File: src/rtl/stream_mux_arb.sv
// Purpose : steer one of NUM_IN valid/ready streams (explicit select or round-robin) into one output register.
// Latency : one cycle; a word accepted at edge N is on out_data after edge N.
// Backpres: in_ready is only raised when the output stage is empty or draining; a stalled stage freezes its word.
//
// Ports
//   clk, rst_n            rising-edge clock, asynchronous active-low reset
//   in_data/in_valid      NUM_IN packed producer words (channel i at [i*WIDTH +: WIDTH]) and their valids
//   in_ready              one-hot (or zero) acceptance back to the producers
//   sel                   explicit channel select, used only when MODE = 0
//   out_data/out_valid    registered word and its valid towards the consumer
//   out_ready             consumer accepts out_data this cycle
//   out_src               channel index the held word came from
module stream_mux_arb #(
   parameter int WIDTH  = 16,
   parameter int NUM_IN = 4,
   parameter int SEL_W  = $clog2(NUM_IN),
   parameter int MODE   = 0
) (
   input  logic                    clk,
   input  logic                    rst_n,
   input  logic [NUM_IN*WIDTH-1:0] in_data,
   input  logic [NUM_IN-1:0]       in_valid,
   output logic [NUM_IN-1:0]       in_ready,
   input  logic [SEL_W-1:0]        sel,
   output logic [WIDTH-1:0]        out_data,
   output logic                    out_valid,
   input  logic                    out_ready,
   output logic [SEL_W-1:0]        out_src
);

   logic             space;
   logic             grantVld;
   logic [SEL_W-1:0] grantIdx;
   logic [WIDTH-1:0] grantDat;
   logic             xfer;
   logic [SEL_W-1:0] rrPtr;   // last channel granted; search starts one past it
   logic [SEL_W-1:0] candIdx;
   int               cand;

   assign space = !out_valid || out_ready;
   assign xfer  = grantVld && space;

   always_comb begin
      grantVld = 1'b0;
      grantIdx = '0;
      grantDat = '0;
      cand     = 0;
      candIdx  = '0;
      in_ready = '0;
      if (MODE == 0) begin
         // A select value past the last channel matches nothing, so no grant.
         for (int i = 0; i < NUM_IN; i++) begin
            if (sel == SEL_W'(i) && in_valid[i]) begin
               grantVld = 1'b1;
               grantIdx = SEL_W'(i);
            end
         end
      end else begin
         // Walk from the lowest priority position back to rrPtr+1; the last
         // valid hit is the nearest one after rrPtr, i.e. the winner.
         for (int k = NUM_IN; k >= 1; k--) begin
            cand = int'(rrPtr) + k;
            if (cand >= NUM_IN) begin
               cand = cand - NUM_IN;
            end
            candIdx = SEL_W'(cand);
            if (in_valid[candIdx]) begin
               grantVld = 1'b1;
               grantIdx = candIdx;
            end
         end
      end
      for (int i = 0; i < NUM_IN; i++) begin
         if (grantVld && grantIdx == SEL_W'(i)) begin
            grantDat    = in_data[i*WIDTH +: WIDTH];
            in_ready[i] = space;
         end
      end
   end

   always_ff @(posedge clk or negedge rst_n) begin
      if (!rst_n) begin
         out_valid <= 1'b0;
         out_data  <= '0;
         out_src   <= '0;
         rrPtr     <= SEL_W'(NUM_IN - 1);
      end else if (xfer) begin
         // Covers both load-into-empty and drain-and-reload without a bubble.
         out_valid <= 1'b1;
         out_data  <= grantDat;
         out_src   <= grantIdx;
         if (MODE != 0) begin
            rrPtr <= grantIdx;
         end
      end else if (out_ready) begin
         out_valid <= 1'b0;
      end
   end

endmodule

File: config.mk
export PLATFORM = sky130hd
export DESIGN_NAME = stream_mux_arb
export DESIGN_NICKNAME = d
export VERILOG_FILES = /design/src/rtl/stream_mux_arb.sv
export SDC_FILE = /design/constraint.sdc
export NUM_CORES = 1
export LEC_CHECK = 0
export ABC_AREA = 1
export BUFFER_PORTS_ARGS = -buffer_cell sky130_fd_sc_hd__buf_4
export CAP_MARGIN = 5
export CELL_PAD_IN_SITES_DETAIL_PLACEMENT = 1
export CELL_PAD_IN_SITES_GLOBAL_PLACEMENT = 2
export CORE_MARGIN = 2
export CORE_UTILIZATION = 23
export CTS_BUF_LIST = sky130_fd_sc_hd__clkbuf_4 sky130_fd_sc_hd__clkbuf_8
export DETAILED_ROUTE_END_ITERATION = 16
export PLACE_DENSITY_LB_ADDON = 0.1
export SYNTH_ARGS = -nofsm -noshare
export SYNTH_HDL_FRONTEND = slang
export SYNTH_SLANG_ARGS = --single-unit
File: constraint.sdc
create_clock -name clk -period 2.82 [get_ports clk]
set_input_delay 0.564 -clock clk [delete_from_list [all_inputs] [get_ports clk]]
set_output_delay 0.564 -clock clk [all_outputs]
set_load 0.02 [all_outputs]
==> reports/qor.txt, run 1 <==
core box area - 5960 um2
initial antenna violation count - 0
first-pass GRT wire length - 8.65 mm
Routed WL - 5.70 mm
simple-gate share of the synthesized area - 56.1%
Longest Clk Path Bufs - 2
final hold violations - 0
Detailed Route Iter0 Violations - 61
cell area after synthesis - 1430 um2
cell count after synthesis - 194
top cell type's share of synthesized area - 33.4%
clk slew on worst S/H paths - 0.07 ns
diode count - 0
status - finished, final reports clean
total negative slack - 0 ns
grt ovf - 0
postcts setup bufs - 0
Synth warnings - 0
Area after DPL - 2120 um2
Finish-stage setup viols - 0
Synth area leaders - dfrtp_1 33%, nand4_1 28%, nand2_1 14%
commonest non-fill, non-tap cell in the layout - buf_4
Area growth syn-to-layout - 51.9%
HP Class - in -> async
worst r2r path cells - 6
post-route ant nets - 0
TritonCTS Sinks - 19
fin crit share - 76.3%
Initial Util - 23.9%
via count - 1745
DR DRC count - 0
pre-CTS WS - 0.664 ns
max frequency - 0.464 GHz
post-DR wirelength/cell - 16.4 um
syn avg cell area - 7.35 um2
clock root cell - clkbuf_8
row count - 28
sequential area share after synthesis - 33.4%
Synth Area in Adders - 0%
Netlist cell types - 19
most frequent cells in the layout - 95 x buf_4, 64 x nand4_1, 54 x nand2_1, 19 x dfrtp_1, 17 x nand3_1
mux cell area share after synthesis - 0%
Nets - 346
RSZ-0062 raised after global routing - false
cts repair resizes - 0
synthesis-stage register bit count - 19
static leakage - 0.00108 uW
Final Cell Area - 2160 um2
Synth Net Count - 267
max cap viols - 0
I/O pins - 96
main combinational cell family by area after synthesis - simple AND/OR/NAND/NOR gates
Worst Hold Slack - 0.164 ns
largest net degree at the start of global routing - 37
die width - 82.7 um
final clock skew - 0.00141 ns
Final WS setup - 0.667 ns
Critical Path AT - 1.59 ns
Worst Tran Pin Value - 0.476 ns
crit-path cells - buf_4, inv_2, nand3_2, nor2_1, buf_4
GRT Total Usage - 16.8%
H-tree levels - 1
Worst Path Required - 2.26 ns
HPWL after DPL - 4.35 mm
Synth area leader - dfrtp_1
compound-gate portion of the synthesized area - 1.14%
Slew Limit Fails - 0
FF-to-FF End - out_data[3]$_DFFE_PN0P_
TritonCTS buffer count - 3
CTS tree - built
Via density - 5.03
R2R setup slack - 1.49 ns
worst reg2reg path startpoint - out_valid$_DFFE_PN0P_
most common cell type on the critical path - buf_4
Finished Layout Cells - 347
relative slew slack - 68.2%
GPL Wtd Cong - 0.728
Critical Path Max Stage Delay - 0.29 ns
Worst setup EP type - output port
CTS Hold Buffers Added - 0
Pwr per Cell Area - 431 nW/um2
port bufs - 95
peak supply drop - 0.260 mV
die height - 82.7 um
Tmin final - 2.15 ns
WS Path Type - in -> out
Critical Path Source Type - input pin
layout cell share with drive strength beyond 1 - 41.2%
router iterations before antenna repair - 5
worst-path cell with the longest stage delay - inv_2
vias in the first global route - 1688
Die ar. - 6840 um2
placed insts - 343
Max FO, Critical Path - 36
later-pin clock latency in the skew report - 0.26 ns
Post-Synth XOR/XNOR Area - 0%
## flip-flops by register name, indices dropped and copies added (netlist names)
| register | cells |
|---|---|
| out_valid | 1 |
| out_data | 16 |
| out_src | 2 |
## where the power goes
part | leakage, uW | internal (uW) | switching [uW] | total, uW
logic | 0.000812 | 170 | 218 | 388
registers | 0.000247 | 321 | 27.9 | 349
clock network | 0.0000262 | 110 | 86.3 | 196
total | 0.00108 | 602 | 332 | 934
## how the worst max path moves through the flow
stage,start,end,cells past startpoint
2_1_floorplan,sel[1],in_ready[1],4
3_3_place_gp,sel[1],in_ready[1],5
3_5_place_dp,sel[1],in_ready[1],5
4_1_cts,sel[1],in_ready[1],5
5_1_grt,sel[1],in_ready[1],5
6_report,sel[1],in_ready[1],5
## synth_stat cells
master,instances
nor2_2,2
buf_6,4
nor2_1,5
nand3_1,17
dfrtp_1,19
o21ai_4,1
nor2_4,1
buf_2,6
nand2_4,2
nand2_2,1
nand3_2,2
inv_2,2
inv_4,1
buf_1,4
clkbuf_1,7
nor2_8,1
nand2_1,54
nand4_1,64
clkinv_1,1
## routing by layer
layer	wire (um)	up-vias	GRT usage, %
met5	0	-	0
met4	92	0	6.07
met3	343	7	2.39
met2	2360	63	22.2
met1	2910	809	26.7
li1	-	866	-
## final cells by class
type / instances / area [um2]
timing repair buffer: 95 / 713
clock buffer: 4 / 48.8
inverter: 4 / 17.5
multi-input combinational: 150 / 816
sequential: 19 / 475
fill: 756 / 3790
tap: 75 / 93.8
## worst max-delay path, delay by kind of cell
kind                   cells  cell delay [ns]
buffers and inverters      3             0.70
AND/OR/NAND/NOR            2             0.32
## per-stage QoR
| step | utilization (%) | power [uW] |
|---|---|---|
| finish | 36.3 | 934 |
| global route | 36.3 | 997 |
| CTS | 36.3 | 952 |
| detailed placement | 35.5 | 748 |
| global placement | 35.5 | 747 |
| floorplan | - | 555 |
## cell families (layout without fill, tap and decap cells)
| family | Yosys count | in the layout |
|---|---|---|
| flip-flops | 19 | 19 |
| AND/OR/NAND/NOR | 149 | 149 |
| buffers and inverters | 25 | 103 |
| AO/OA/AOI/OAI | 1 | 1 |
Note: power is estimated with default switching activity, not from simulation.
==> inputs of run 2 (changes only) <==
--- a/config.mk
+++ b/config.mk
@@ -11,7 +11,7 @@
 export CELL_PAD_IN_SITES_DETAIL_PLACEMENT = 1
 export CELL_PAD_IN_SITES_GLOBAL_PLACEMENT = 2
 export CORE_MARGIN = 2
-export CORE_UTILIZATION = 23
+export CORE_UTILIZATION = 19
 export CTS_BUF_LIST = sky130_fd_sc_hd__clkbuf_4 sky130_fd_sc_hd__clkbuf_8
 export DETAILED_ROUTE_END_ITERATION = 16
 export PLACE_DENSITY_LB_ADDON = 0.1
==> constraint.sdc (replaced) <==
create_clock -name clk -period 1.95 [get_ports clk]
set_input_delay 0.39 -clock clk [delete_from_list [all_inputs] [get_ports clk]]
set_output_delay 0.39 -clock clk [all_outputs]
set_load 0.02 [all_outputs]
==> run 2 against run 1 <==
  * Global-route usage decreased by 2.6 points
  * Worst hold slack got worse by 0.16 ns
  * Worst setup slack got worse by 0.30 ns
  * Largest power group unchanged
==> reports/qor.txt, run 2 (synthesis gave the netlist of run 1 again) <==
worst r2r path cells - 6 (unchanged)
Tmin final - 1.58 ns
met2 wire length - 2.67 mm (+13%)
peak supply drop - 0.212 mV (-18%)
Routed WL - 6.00 mm (+5.1%)
Area growth syn-to-layout - 56.1%
Nets - 350 (+1.2%)
layout cell share with drive strength beyond 1 - 42.0% (+0.85 points)
TritonCTS Sinks - 19 (unchanged)
worst-path cell with the longest stage delay - dfrtp_1
final clock skew - 0.00148 ns (+0.0000695 ns)
Initial Util - 19.6% (-4.3 points)
Detailed Route Iter0 Violations - 35 (-43%)
RSZ-0062 raised after global routing - false
clock root cell - clkbuf_8
Worst setup EP type - output port
Critical Path AT - 1.19 ns (-0.40 ns)
static leakage - 0.00110 uW (+1.8%)
I/O pins - 96 (unchanged)
post-route ant nets - 0 (unchanged)
most frequent cells in the layout - 99 x buf_4, 64 x nand4_1, 54 x nand2_1, 19 x dfrtp_1, 17 x nand3_1
total negative slack - 0 ns (unchanged)
die height - 90.6 um (+9.5%)
postcts setup bufs - 0 (unchanged)
Fill cells - 923 (+22%)
port bufs - 95 (unchanged)
vias in the first global route - 1796 (+6.4%)
status - finished, final reports clean
post-DR wirelength/cell - 16.0 um (-2.7%)
diode count - 0 (unchanged)
DR DRC count - 0 (unchanged)
GPL Wtd Cong - 0.712 (-2.3%)
crit-path cells - inv_2, nor2_2, nor2_1, buf_4
clk slew on worst S/H paths - 0.07 ns (about the same)
row count - 31 (+11%)
relative slew slack - 67.5% (-0.62 points)
via count - 1750 (+0.29%)
HPWL after DPL - 4.92 mm (+13%)
Slew Limit Fails - 0 (unchanged)
Critical Path Max Stage Delay - 0.37 ns (+0.08 ns)
Pwr per Cell Area - 612 nW/um2 (+42%)
GRT Total Usage - 14.2% (-2.6 points)
Biggest register - out_data
Die ar. - 8210 um2 (+20%)
multi-input logic area - 816 um2 (unchanged)
Via density - 4.67 (-7.2%)
top layer in use - met4
met3 WL - 297 um (-13%)
max cap viols - 0 (unchanged)
WS Path Type - reg -> out
CTS Hold Buffers Added - 0 (unchanged)
Finished Layout Cells - 375 (+8.1%)
register area - 475 um2 (unchanged)
FF-to-FF End - out_src[1]$_DFFE_PN0P_
cts repair resizes - 0 (unchanged)
final hold violations - 0 (unchanged)
core box area - 7250 um2 (+22%)
worst reg2reg path startpoint - out_valid$_DFFE_PN0P_
HP Class - in -> async
first-pass GRT wire length - 9.36 mm (+8.3%)
number of flip-flops in the largest register - 16 (unchanged)
H-tree levels - 1 (unchanged)
Worst Path Required - 1.56 ns (-0.70 ns)
later-pin clock latency in the skew report - 0.25 ns (about the same)
R2R setup slack - 0.62 ns (-0.87 ns)
Largest regs - out_data x16, out_src x2, out_valid x1
Longest Clk Path Bufs - 2 (unchanged)
router iterations before antenna repair - 4 (-1)
die width - 90.6 um (+9.5%)
Max FO, Critical Path - 6 (-83%)
initial antenna violation count - 0 (unchanged)
fin crit share - 81.0%
grt ovf - 0 (unchanged)
Finish-stage setup viols - 0 (unchanged)
max frequency - 0.633 GHz
placed insts - 371 (+8.2%)
TritonCTS buffer count - 3 (unchanged)
largest net degree at the start of global routing - 33 (-11%)
Worst Tran Pin Value - 0.485 ns (+0.00927 ns)
commonest non-fill, non-tap cell in the layout - buf_4
met1 WL - 2.96 mm (+1.5%)
CTS tree - built
Critical Path Source Type - register
-- run 2: cell types whose count changed in the layout (fill, tap and decap cells not counted), sizes merged --
| cell | change |
|---|---|
| buf | +4 |
-- run 2: worst max path at each step --
| stage | slack (ns) | from | end | depth (start not counted) |
|---|---|---|---|---|
| floorplan | 0.52 | sel[1] | in_ready[1] | 4 |
| global placement | 0.34 | sel[1] | out_src[1]$_DFFE_PN0P_ | 6 |
| detailed placement | 0.34 | sel[1] | out_data[15]$_DFFE_PN0P_ | 8 |
| CTS | 0.33 | out_valid$_DFFE_PN0P_ | in_ready[3] | 4 |
| global route | 0.27 | out_valid$_DFFE_PN0P_ | in_ready[1] | 4 |
| finish | 0.37 | out_valid$_DFFE_PN0P_ | in_ready[3] | 4 |
-- run 2: power by group --
part	internal, uW	switching (uW)
Clock	159	125
Sequential	464	40.3
Combinational	252	320
Total	875	486
-- run 2: layout make-up --
| type | instances | share of cell area [%] |
|---|---|---|
| Multi-Input combinational cell | 150 | 36.7 |
| Timing Repair Buffer | 99 | 33.4 |
| Sequential cell | 19 | 21.4 |
| Tap cell | 99 | 5.57 |
| Clock buffer | 4 | 2.19 |
| Inverter | 4 | 0.787 |
-- run 2: worst max-delay path: cells and delay by family, from the launching register on --
| kind | cells | cell delay (ns) |
|---|---|---|
| buffers and inverters | 2 | 0.21 |
| DFF | 1 | 0.37 |
| and+or+nand+nor | 2 | 0.36 |
-- run 2: per-stage QoR --
step / power [uW] / instance area, um2 / hold WS, ns / setup WS, ns / util [%]
global placement: 1090 / 2180 / 0.278 / 0.342 / 30.0
global route: 1450 / 2220 / 0.0147 / 0.269 / 30.7
detailed placement: 1090 / 2180 / 0.282 / 0.336 / 30.0
CTS: 1380 / 2220 / 0.00757 / 0.334 / 30.7
finish: 1360 / 2220 / 0.0000885 / 0.371 / 30.7
floorplan: 802 / 1430 / 0.0944 / 0.517 / -
-- run 2: per-layer routing --
| metal | track usage [%] | vias up |
|---|---|---|
| li1 | - | 874 |
| met1 | 21.4 | 818 |
| met2 | 20.8 | 54 |
| met3 | 2.34 | 4 |
| met4 | 3.46 | 0 |
| met5 | 0 | - |
==> inputs of run 3 (changes only) <==
==> constraint.sdc (replaced) <==
create_clock -name clk -period 1.4 [get_ports clk]
set_input_delay 0.28 -clock clk [delete_from_list [all_inputs] [get_ports clk]]
set_output_delay 0.28 -clock clk [all_outputs]
set_load 0.02 [all_outputs]
==> run 3 against run 2 <==
  * Flip-flop and latch count unchanged
  * Non-clock buffer count up 11
  * Final cell count up 2.9%
  * Core utilization increased by 1.5 points
  * Routed wire length hardly changed
  * Clock-buffer cell count unchanged
  * Worst setup slack got worse by 0.32 ns
  * Sequential share of layout area shrank 0.99 points
  * Total power rose by 42%
  * Register-to-register slack worse by 0.48 ns
  * Worst hold slack better by 0.37 ns
==> reports/qor.txt, run 3 (synthesis gave the netlist of run 1 again) <==
status - finished, final reports clean
TritonCTS buffer count - 3 (unchanged)
die width - 90.6 um (unchanged)
later-pin clock latency in the skew report - 0.25 ns (about the same)
Nets - 361 (+3.1%)
Detailed Route Iter0 Violations - 33 (-5.7%)
Final WS setup - 0.0484 ns (-0.322 ns)
DR DRC count - 0 (unchanged)
placed insts - 379 (+2.2%)
Critical Path Source Type - register
Biggest register - out_data
Worst setup EP type - output port
GPL Wtd Cong - 0.766 (+7.6%)
WS Path Type - reg -> out
I/O pins - 96 (unchanged)
fin crit share - 96.5%
via count - 1729 (-1.2%)
post-DR wirelength/cell - 15.5 um (-2.8%)
relative slew slack - 75.5% (+8.0 points)
RSZ-0062 raised after global routing - true
Slew Limit Fails - 0 (unchanged)
port bufs - 95 (unchanged)
pre-CTS WS - 0.0236 ns (-0.312 ns)
HP Class - in -> reg
number of flip-flops in the largest register - 16 (unchanged)
largest net degree at the start of global routing - 33 (unchanged)
Pwr per Cell Area - 829 nW/um2 (+36%)
first-pass GRT wire length - 9.38 mm (+0.15%)
row count - 31 (unchanged)
final clock skew - 0.00216 ns (+0.000683 ns)
H-tree levels - 1 (unchanged)
router iterations before antenna repair - 4 (unchanged)
Critical Path AT - 1.07 ns (-0.12 ns)
CTS tree - built
HPWL after DPL - 4.93 mm (+0.35%)
GRT Total Usage - 14.1% (-0.10 points)
Longest Clk Path Bufs - 2 (unchanged)
clk slew on worst S/H paths - 0.07 ns (about the same)
max cap viols - 0 (unchanged)
Finish-stage setup viols - 0 (unchanged)
Worst Tran Pin Value - 0.366 ns (-0.119 ns)
clock root cell - clkbuf_8
Largest regs - out_data x16, out_src x2, out_valid x1
static leakage - 0.00116 uW (+5.3%)
commonest non-fill, non-tap cell in the layout - buf_4
Initial Util - 19.6% (unchanged)
grt ovf - 0 (unchanged)
Max FO, Critical Path - 6 (unchanged)
Via density - 4.48 (-4.0%)
Worst Path Required - 1.12 ns (-0.44 ns)
peak supply drop - 0.294 mV (+39%)
final hold violations - 0 (unchanged)
Routed WL - 6.00 mm (about the same)
max frequency - 0.740 GHz
die height - 90.6 um (unchanged)
post-route ant nets - 0 (unchanged)
most frequent cells in the layout - 108 x buf_4, 64 x nand4_1, 54 x nand2_1, 19 x dfrtp_1, 17 x nand3_1
initial antenna violation count - 0 (unchanged)
TritonCTS Sinks - 19 (unchanged)
Area growth syn-to-layout - 63.7%
Finished Layout Cells - 386 (+2.9%)
Tmin final - 1.35 ns
layout cell share with drive strength beyond 1 - 44.6% (+2.6 points)
core box area - 7250 um2 (unchanged)
diode count - 0 (unchanged)
vias in the first global route - 1862 (+3.7%)
Die ar. - 8210 um2 (unchanged)
## run 3: changes by cell type in the layout (fill, tap and decap cells not counted)
cell and change:
nor2_4 +1, buf_12 +1, dlygate4sd3_1 +1, buf_4 +9, nor2_2 +1, nor2_1 -2
## run 3: worst paths after layout
path,start,to,slack (ns),cells after the start
setup / recovery,out_valid$_DFFE_PN0P_,in_ready[2],0.05,4
hold / removal,in_data[0],out_data[0]$_DFFE_PN0P_,0.37,5
setup reg to reg,out_valid$_DFFE_PN0P_,out_src[1]$_DFFE_PN0P_,0.14,8
hold reg to reg,out_src[0]$_DFFE_PN0P_,out_src[0]$_DFFE_PN0P_,0.47,2
max in group asynchronous,rst_n,out_src[1]$_DFFE_PN0P_,0.76,2
min in group asynchronous,rst_n,out_src[0]$_DFFE_PN0P_,0.44,2
## run 3: power by group
group	total (uW)	internal, uW	switching [uW]
registers	700	647	52.7
clock network	390	221	169
logic	844	388	457
## run 3: layer usage
metal	global-route usage, %	wire (um)	up-vias
li1	-	-	899
met1	21.0	3060	774
met2	20.9	2560	50
met3	2.00	271	6
met4	3.97	98	0
met5	0	0	-
## run 3: final cells by class
class | count | area, um2
Fill cell | 919 | 4920
Timing Repair Buffer | 110 | 841
Multi-Input combinational cell | 150 | 826
Sequential cell | 19 | 475
Tap cell | 99 | 124
Clock buffer | 4 | 48.8
Inverter | 4 | 17.5
## run 3: timing repair
action	CTS	global route
hold endpoints to repair	19	0
hold buffers	1	0
setup endpoints to repair	4	4
cloned	0	0
setup buffers	0	2
gates resized for setup	2	1
## run 3: metrics by stage
| step | power [uW] | setup TNS, ns | instance area (um2) | hold slack [ns] | utilization, % |
|---|---|---|---|---|---|
| after floorplan | 1120 | 0 | 1430 | -0.0156 | - |
| after global placement | 1550 | 0 | 2250 | 0.169 | 31.0 |
| after detailed placement | 1550 | 0 | 2250 | 0.167 | 31.0 |
| after CTS | 1950 | 0 | 2310 | 0.366 | 31.9 |
| after global routing | 2060 | -0.0334 | 2330 | 0.394 | 32.2 |
| final | 1930 | 0 | 2330 | 0.375 | 32.2 |
## run 3: critical path, stage by stage, from the launching register on
cell	delay, ns
dfrtp_1	0.36
inv_2	0.05
nor2_4	0.16
nor2_1	0.09
buf_4	0.16
